$ cat src/rtl/pc_ctrl_alu_core.sv
// Single-cycle RV32I subset core slice: decode, immediate generation, ALU and
// branch resolution are combinational; only the program counter is registered.
module pc_ctrl_alu_core #(
  parameter int DW = 32
) (
  input  logic          clk,
  input  logic          rst,
  input  logic [DW-1:0] instr,
  input  logic [DW-1:0] rd1,
  input  logic [DW-1:0] rd2,
  output logic [DW-1:0] pc,
  output logic [DW-1:0] imm_op,
  output logic [DW-1:0] alu_out,
  output logic          eq,
  output logic          reg_write,
  output logic          pc_src
);

  localparam logic [6:0] OP_IMM    = 7'b0010011;
  localparam logic [6:0] OP_REG    = 7'b0110011;
  localparam logic [6:0] OP_BRANCH = 7'b1100011;
  localparam logic [6:0] OP_LOAD   = 7'b0000011;
  localparam logic [6:0] OP_JALR   = 7'b1100111;
  localparam logic [6:0] OP_STORE  = 7'b0100011;
  localparam logic [6:0] OP_LUI    = 7'b0110111;
  localparam logic [6:0] OP_AUIPC  = 7'b0010111;
  localparam logic [6:0] OP_JAL    = 7'b1101111;

  localparam logic [2:0] ALU_ADD = 3'b000;
  localparam logic [2:0] ALU_SUB = 3'b001;
  localparam logic [2:0] ALU_AND = 3'b010;
  localparam logic [2:0] ALU_OR  = 3'b011;
  localparam logic [2:0] ALU_SLT = 3'b101;

  logic [6:0]    opcode;
  logic [2:0]    funct3;
  logic [6:0]    funct7;
  logic [2:0]    alu_ctrl;
  logic          use_imm;
  logic          is_beq;
  logic          is_bne;
  logic [31:0]   imm32;
  logic [DW-1:0] op1;
  logic [DW-1:0] op2;
  logic [DW-1:0] and_v;
  logic [DW-1:0] or_v;
  logic [DW-1:0] pc_reg;
  logic [DW-1:0] pc_next;

  assign opcode = instr[6:0];
  assign funct3 = instr[14:12];
  assign funct7 = instr[31:25];

  // Anything not fully decoded below falls through as a NOP with ADD control.
  always_comb begin
    alu_ctrl  = ALU_ADD;
    reg_write = 1'b0;
    use_imm   = 1'b0;
    is_beq    = 1'b0;
    is_bne    = 1'b0;
    case (opcode)
      OP_IMM: begin
        if (funct3 == 3'b000) begin
          reg_write = 1'b1;
          use_imm   = 1'b1;
        end
      end
      OP_REG: begin
        if (funct7 == 7'b0000000) begin
          case (funct3)
            3'b000:  begin alu_ctrl = ALU_ADD; reg_write = 1'b1; end
            3'b111:  begin alu_ctrl = ALU_AND; reg_write = 1'b1; end
            3'b110:  begin alu_ctrl = ALU_OR;  reg_write = 1'b1; end
            3'b010:  begin alu_ctrl = ALU_SLT; reg_write = 1'b1; end
            default: ;
          endcase
        end else if (funct7 == 7'b0100000 && funct3 == 3'b000) begin
          alu_ctrl  = ALU_SUB;
          reg_write = 1'b1;
        end
      end
      OP_BRANCH: begin
        if (funct3 == 3'b000) begin
          alu_ctrl = ALU_SUB;
          is_beq   = 1'b1;
        end else if (funct3 == 3'b001) begin
          alu_ctrl = ALU_SUB;
          is_bne   = 1'b1;
        end
      end
      default: ;
    endcase
  end

  always_comb begin
    imm32 = 32'd0;
    case (opcode)
      OP_IMM, OP_LOAD, OP_JALR: imm32 = {{20{instr[31]}}, instr[31:20]};
      OP_STORE:  imm32 = {{20{instr[31]}}, instr[31:25], instr[11:7]};
      OP_BRANCH: imm32 = {{19{instr[31]}}, instr[31], instr[7], instr[30:25], instr[11:8], 1'b0};
      OP_LUI, OP_AUIPC: imm32 = {instr[31:12], 12'd0};
      OP_JAL:    imm32 = {{11{instr[31]}}, instr[31], instr[19:12], instr[20], instr[30:21], 1'b0};
      default:   imm32 = 32'd0;
    endcase
  end

  assign imm_op = DW'($signed(imm32));
  assign op1    = rd1;
  assign op2    = use_imm ? imm_op : rd2;

  for (genvar gi = 0; gi < DW; gi++) begin : g_logic
    assign and_v[gi] = op1[gi] & op2[gi];
    assign or_v[gi]  = op1[gi] | op2[gi];
  end

  always_comb begin
    case (alu_ctrl)
      ALU_ADD: alu_out = op1 + op2;
      ALU_SUB: alu_out = op1 - op2;
      ALU_AND: alu_out = and_v;
      ALU_OR:  alu_out = or_v;
      ALU_SLT: alu_out = DW'($signed(op1) < $signed(op2));
      default: alu_out = op1 + op2;
    endcase
  end

  assign eq      = (op1 == op2);
  assign pc_src  = (is_beq & eq) | (is_bne & ~eq);
  assign pc_next = pc_reg + (pc_src ? imm_op : DW'(4));

  // Reset wins over any branch resolved in the same cycle.
  always_ff @(posedge clk) begin
    if (!rst) pc_reg <= '0;
    else      pc_reg <= pc_next;
  end

  assign pc = pc_reg;

endmodule

$ cat config.mk
export PLATFORM = sky130hd
export DESIGN_NAME = pc_ctrl_alu_core
export DESIGN_NICKNAME = d
export VERILOG_FILES = /design/src/rtl/pc_ctrl_alu_core.sv
export SDC_FILE = /design/constraint.sdc
export NUM_CORES = 1
export LEC_CHECK = 0
export CAP_MARGIN = 10
export CELL_PAD_IN_SITES_DETAIL_PLACEMENT = 0
export CELL_PAD_IN_SITES_GLOBAL_PLACEMENT = 1
export CORE_MARGIN = 2
export CORE_UTILIZATION = 40
export DETAILED_ROUTE_END_ITERATION = 10
export GPL_TIMING_DRIVEN = 0
export PLACE_DENSITY = 0.89
export SLEW_MARGIN = 15
export SYNTH_ARGS = -nofsm -noshare
export SYNTH_HDL_FRONTEND = slang
export SYNTH_SLANG_ARGS = --single-unit
$ cat constraint.sdc
create_clock -name clk -period 18.6 [get_ports clk]
set_input_delay 3.72 -clock clk [delete_from_list [all_inputs] [get_ports clk]]
set_output_delay 3.72 -clock clk [all_outputs]
set_load 0.01 [all_outputs]
==> Word-level counts from Yosys, hierarchy flattened <==
Index checks and enable logic that the tools add are counted.
{ "op_classes": {"eq_ne": 19, "magnitude_cmp": 1, "n_reduce_logical": 6, "mux": 20, "add_sub_neg": 3, "bitwise": 68} }
{ "op_table": {"columns": ["cell", "count"], "rows": [
  ["case mux 32 bit (5 select lines)", 1],
  ["case mux 32 bit (4 select lines)", 1],
  ["adder 32 bit", 2],
  ["two-way mux 32 bit", 2],
  ["bitwise AND 1 bit", 34],
  ["bitwise OR 1 bit", 33],
  ["== test 32 bit", 1],
  ["less-than comparator 32 bit", 1],
  ["subtractor 32 bit", 1],
  ["== test 7 x 6 -> 1 bit, second input constant", 4],
  ["== test 7 bit, second input constant", 3],
  ["== test 7 x 5 -> 1 bit, second input constant", 2],
  ["two-way mux 1 bit", 12],
  ["== test 3 x 2 -> 1 bit, second input constant", 3],
  ["== test 3 bit, second input constant", 3],
  ["case mux 3 bit (3 select lines)", 1],
  ["== test 7 x 2 -> 1 bit, second input constant", 1],
  ["logical NOT 7 bit", 1],
  ["== test 3 x 1 -> 1 bit, second input constant", 2],
  ["case mux 3 bit (2 select lines)", 1],
  ["OR reduction 4 bit", 1],
  ["logical NOT 3 bit", 1],
  ["two-way mux 3 bit", 1],
  ["OR reduction 3 bit", 1],
  ["4 further kinds", 4]
]} }
{ "totals": {"out_inout_bits": 99, "reg_bits": 32, "elab_cells": 118, "inputBits": 98} }

==> Depth between registers and ports, before layout <==
{ "depth": {"depth_word": 10, "mapped_depth": 32, "ltp_nobuf": 27} }

==> Least setup slack after synthesis <==
No wires, ideal clock.
{ "synth_timing": {"path_type": "input port to output port", "from": "input instr[2]", "to": "output pc_src", "path_buffers": 5, "t_arrival_ps": 8038, "path_stages": 20, "setup_slack_ps": 6842, "path_cell_list": "clkbuf_1 > and4b_1 > nor2_1 > nor3_1 > o21a_1 > a21o_1 > or2_2 > clkbuf_1 > o21a_1 > inv_1 > ha_1 > buf_6 > or4_1 > or4_4 > nor3_4 > xnor2_1 > buf_2 > or2_1 > buf_6 > clkinv_4"} }
{ "synth_between": {"elab_chain_cells": 8, "word_cells_on_any_way": 20, "cone_classes": "eq/ne: 9; mux: 5; bitwise: 4; reduce/logical: 2"} }
{ "synth_rtl": {"columns": ["element", "line", "text"], "rows": [
  ["from (decl)", "8", "input logic [DW-1:0] instr,"],
  ["== test 7 x 5 -> 1 bit, or another cell as far along", "97", "case (opcode)"],
  ["OR reduction 3 bit / OR reduction 2 bit (equally long branches)", "97", null],
  ["case mux 32 bit (5 select lines) *", "97", null],
  ["net imm_op[14]", "12", "output logic [DW-1:0] imm_op,"],
  ["two-way mux 32 bit *", "109", "assign op2 = use_imm ? imm_op : rd2;"],
  ["== test 32 bit *", "127", "assign eq = (op1 == op2);"],
  ["net eq", "14", "output logic eq,"],
  ["inverter 1 bit", "128", "assign pc_src = (is_beq & eq) | (is_bne & ~eq);"],
  ["bitwise AND 1 bit", "128", null],
  ["bitwise OR 1 bit *", "128", null],
  ["to (decl)", "16", "output logic pc_src"]
]} }
The timed path passes the listed nets; every way through them passes the cells marked *.

==> Final worst setup path <==
{ "layout_timing": {"from": "input instr[5]", "to": "output alu_out[31]"} }
{ "layout_between": {"elab_chain_cells": 6, "word_cells_on_any_way": 24, "cone_classes": "add/sub: 2; eq/ne: 13; mux: 5; bitwise: 2; reduce/logical: 2"} }
{ "layout_rtl": {"columns": ["element", "line", "text"], "rows": [
  ["== test 7 x 5 -> 1 bit, or another cell as far along", "61, 97", null],
  ["OR reduction 3 bit / OR reduction 2 bit (equally long branches)", "97", null],
  ["case mux 32 bit (5 select lines)", "97", null],
  ["two-way mux 32 bit", "109", null],
  ["adder 32 bit, or another cell as far along", "118, 123", null],
  ["case mux 32 bit (4 select lines) *", "117", "case (alu_ctrl)"],
  ["to (decl)", "13", "output logic [DW-1:0] alu_out,"]
]} }
Mark *: on every way between the ends. The rest lies on a longest branch, timed or not.

==> metrics <==
status complete, no violations; Crit Path Max Fanout 10; fmax 72.6 MHz; Resize count post-CTS 0; GRT Util Overall 0.281; number of global-route vias before repair 9,213; required time worst endpoint 14.88 ns; final setup vio count 0; fin area 10,700 um2; Critical Path AT 10.05 ns; FF+latch count, synth 32; initial antenna violation count 1; Post-synth EDFFs 0; final net count 1,640; Reg2Reg Depth 10; Post-synth top flop dfxtp_1; Starting DRT DRC Count 594; Syn Inst Count 1,210; chip width 148 um; H-tree depth 2; R2R setup slack 15.52 ns; Die Area 21,800 um2; setup TNS 0 ns; share of cells above drive strength 1 0.0312; Worst-path clk slew 0.05 ns; drt total wl 31.7 mm; Initial Util 0.409; DRC violations left 0; Area after DPL 10,500 um2; Cell variety after synth 77; crit share post-route 0.740; RR Endpoint pc[30]; via count 9,633; most frequent cells in the layout clkdlybuf4s50_1 (194), ha_1 (128), a21oi_1 (127); CP Launch Type primary input; most common cell after layout, fill and taps aside clkdlybuf4s50_1; Post-Syn Area per Cell 6.83 um2; WHS Path Cells 3; Util after Layout 0.529; FFs w/ async S/R, synth 0; Slowest cell on crit path clkdlybuf4s50_1; Crit Path Class in2out; sequential share of the synthesized area 0.0775; DP HPWL 25.5 mm; RSZ-0062 raised after global routing no; number of max-cap violations 0; CTS tree yes; Antenna diodes 0; top-level I/O count 197; hold crit path type reg2reg; placeable core area 20,200 um2; Die Ht 148 um; CTS Buf Count 5; Routed wire per std cell 18.8 um; R2R Path Start pc[2]; Layout Skew 0.00643 ns; Post-Syn Area 8270 um2; Lkg Pwr 4.95 nW; Final Hold Viols 0; std cell rows 52; DR vias/cell 5.73; CP peak stage delay 0.74 ns; largest net degree at the start of global routing 11; first-pass GRT wire length 49.1 mm; CTS Hold Bufs 0; Hold Crit Start pc[31]; Crit. End Element output pin; Num Clock Sinks 32; Hold Path End pc[31]; maximum VDD drop 0.0000405 V; Largest register FFs 32; RD Place Congestion 0.945; Syn Nets 1,439; CTS max path bufs 2; minimum clock period 13.77 ns; ANT nets after route 0; total grt overflow 0; CP Cell Sequence clkdlybuf4s50_1 -> nand2b_1 -> nor4_2 -> or2_2 -> clkbuf_1 -> nand2_1 -> o21ai_0 -> inv_1 -> ha_1 -> clkbuf_1 -> inv_1 -> a21oi_1 -> o31ai_1 -> a21oi_1 -> o21ai_0 -> a21boi_1 -> o221ai_1 -> mux2i_1 -> nand3_1 -> clkdlybuf4s50_1; final slew viol count 0; synthesis warning total 0; worst skew pair latency 0.29 ns; P&R area growth vs syn 29.4%; I/O Buffers 194; Root Driver clkbuf_16; drt pass-1 iters 5; pin slew with the least headroom to its limit 0.821 ns; # Post-CTS Setup Buffers 0; Relative slew margins 0.453; pwr dens 36.6 nW/um2
-- layout make-up --
class	count	area (um2)
well taps	270	338
clock inverters	2	10.0
plain buffers	61	254
clock buffers	6	139
repair buffers	194	1940
multi-input cells	999	6930
flip-flops and latches	32	641
inverters	118	448
fillers	2046	9540
-- worst max-delay path by stage --
stage          slack, ns     start  depth (start not counted)     endpoint
5_1_grt             4.48  instr[5]                         20  alu_out[31]
6_report            4.83  instr[5]                         20  alu_out[31]
2_1_floorplan       6.84  instr[2]                         20       pc_src
3_3_place_gp        4.97  instr[5]                         20  alu_out[31]
3_5_place_dp        4.90  instr[5]                         20  alu_out[31]
4_1_cts             4.90  instr[5]                         20  alu_out[31]
-- power breakdown --
part	internal [mW]	switching, mW
sequential	0.0696	0.000716
combinational	0.110	0.125
clock	0.0528	0.0332
-- per-layer routing --
layer / GRT usage / vias to the layer above / routed length [um]
met2: 0.472 / 401 / 14500
met1: 0.369 / 4424 / 13800
li1: - / 4743 / -
met3: 0.0423 / 63 / 2340
met4: 0.0947 / 2 / 958
met5: 0 / - / 13
-- cell families (layout without fill, tap and decap cells) --
| family | count (synthesis) | in the layout | synth area share |
|---|---|---|---|
| AOI/OAI and AO/OA | 440 | 440 | 0.345 |
| xor gates and xnor gates | 58 | 58 | 0.0614 |
| adders and majority gates | 131 | 131 | 0.201 |
| buffers and inverters | 179 | 381 | 0.0849 |
| DFF | 32 | 32 | 0.0775 |
| muxes | 6 | 6 | 0.00726 |
| other | 1 | 1 | 0.000453 |
| and+or+nand+nor | 363 | 363 | 0.223 |
-- per-stage QoR --
step / instances / hold WS [ns] / power (mW) / worst slack [ns]
after floorplan: 1210 / 0.618 / 0.209 / 6.84
after global placement: 1674 / 0.583 / 0.301 / 4.97
after detailed placement: 1674 / 0.588 / 0.302 / 4.90
after CTS: 1682 / 0.607 / 0.390 / 4.90
after global routing: 1682 / 0.654 / 0.415 / 4.48
final: 1682 / 0.596 / 0.391 / 4.83
-- critical path: cells and delay by family --
family          cells  cell delay [ns]
compound gates      7             2.23
fa+ha+maj           1             0.32
buf+inv             6             2.24
mux                 1             0.15
simple gates        5             1.37
-- synth_stat cells (all sizes together), types with 27 or more instances --
cell type / number / area [um2]
nor2: 91 / 342
clkbuf: 48 / 180
dfxtp: 32 / 641
a21oi: 127 / 636
a21o: 39 / 293
o21ai: 74 / 370
ha: 128 / 1600
inv: 117 / 439
nand2: 103 / 392
o21a: 36 / 270
xnor2: 38 / 333
and2: 27 / 169
Note: power is estimated with default switching activity, not from simulation.
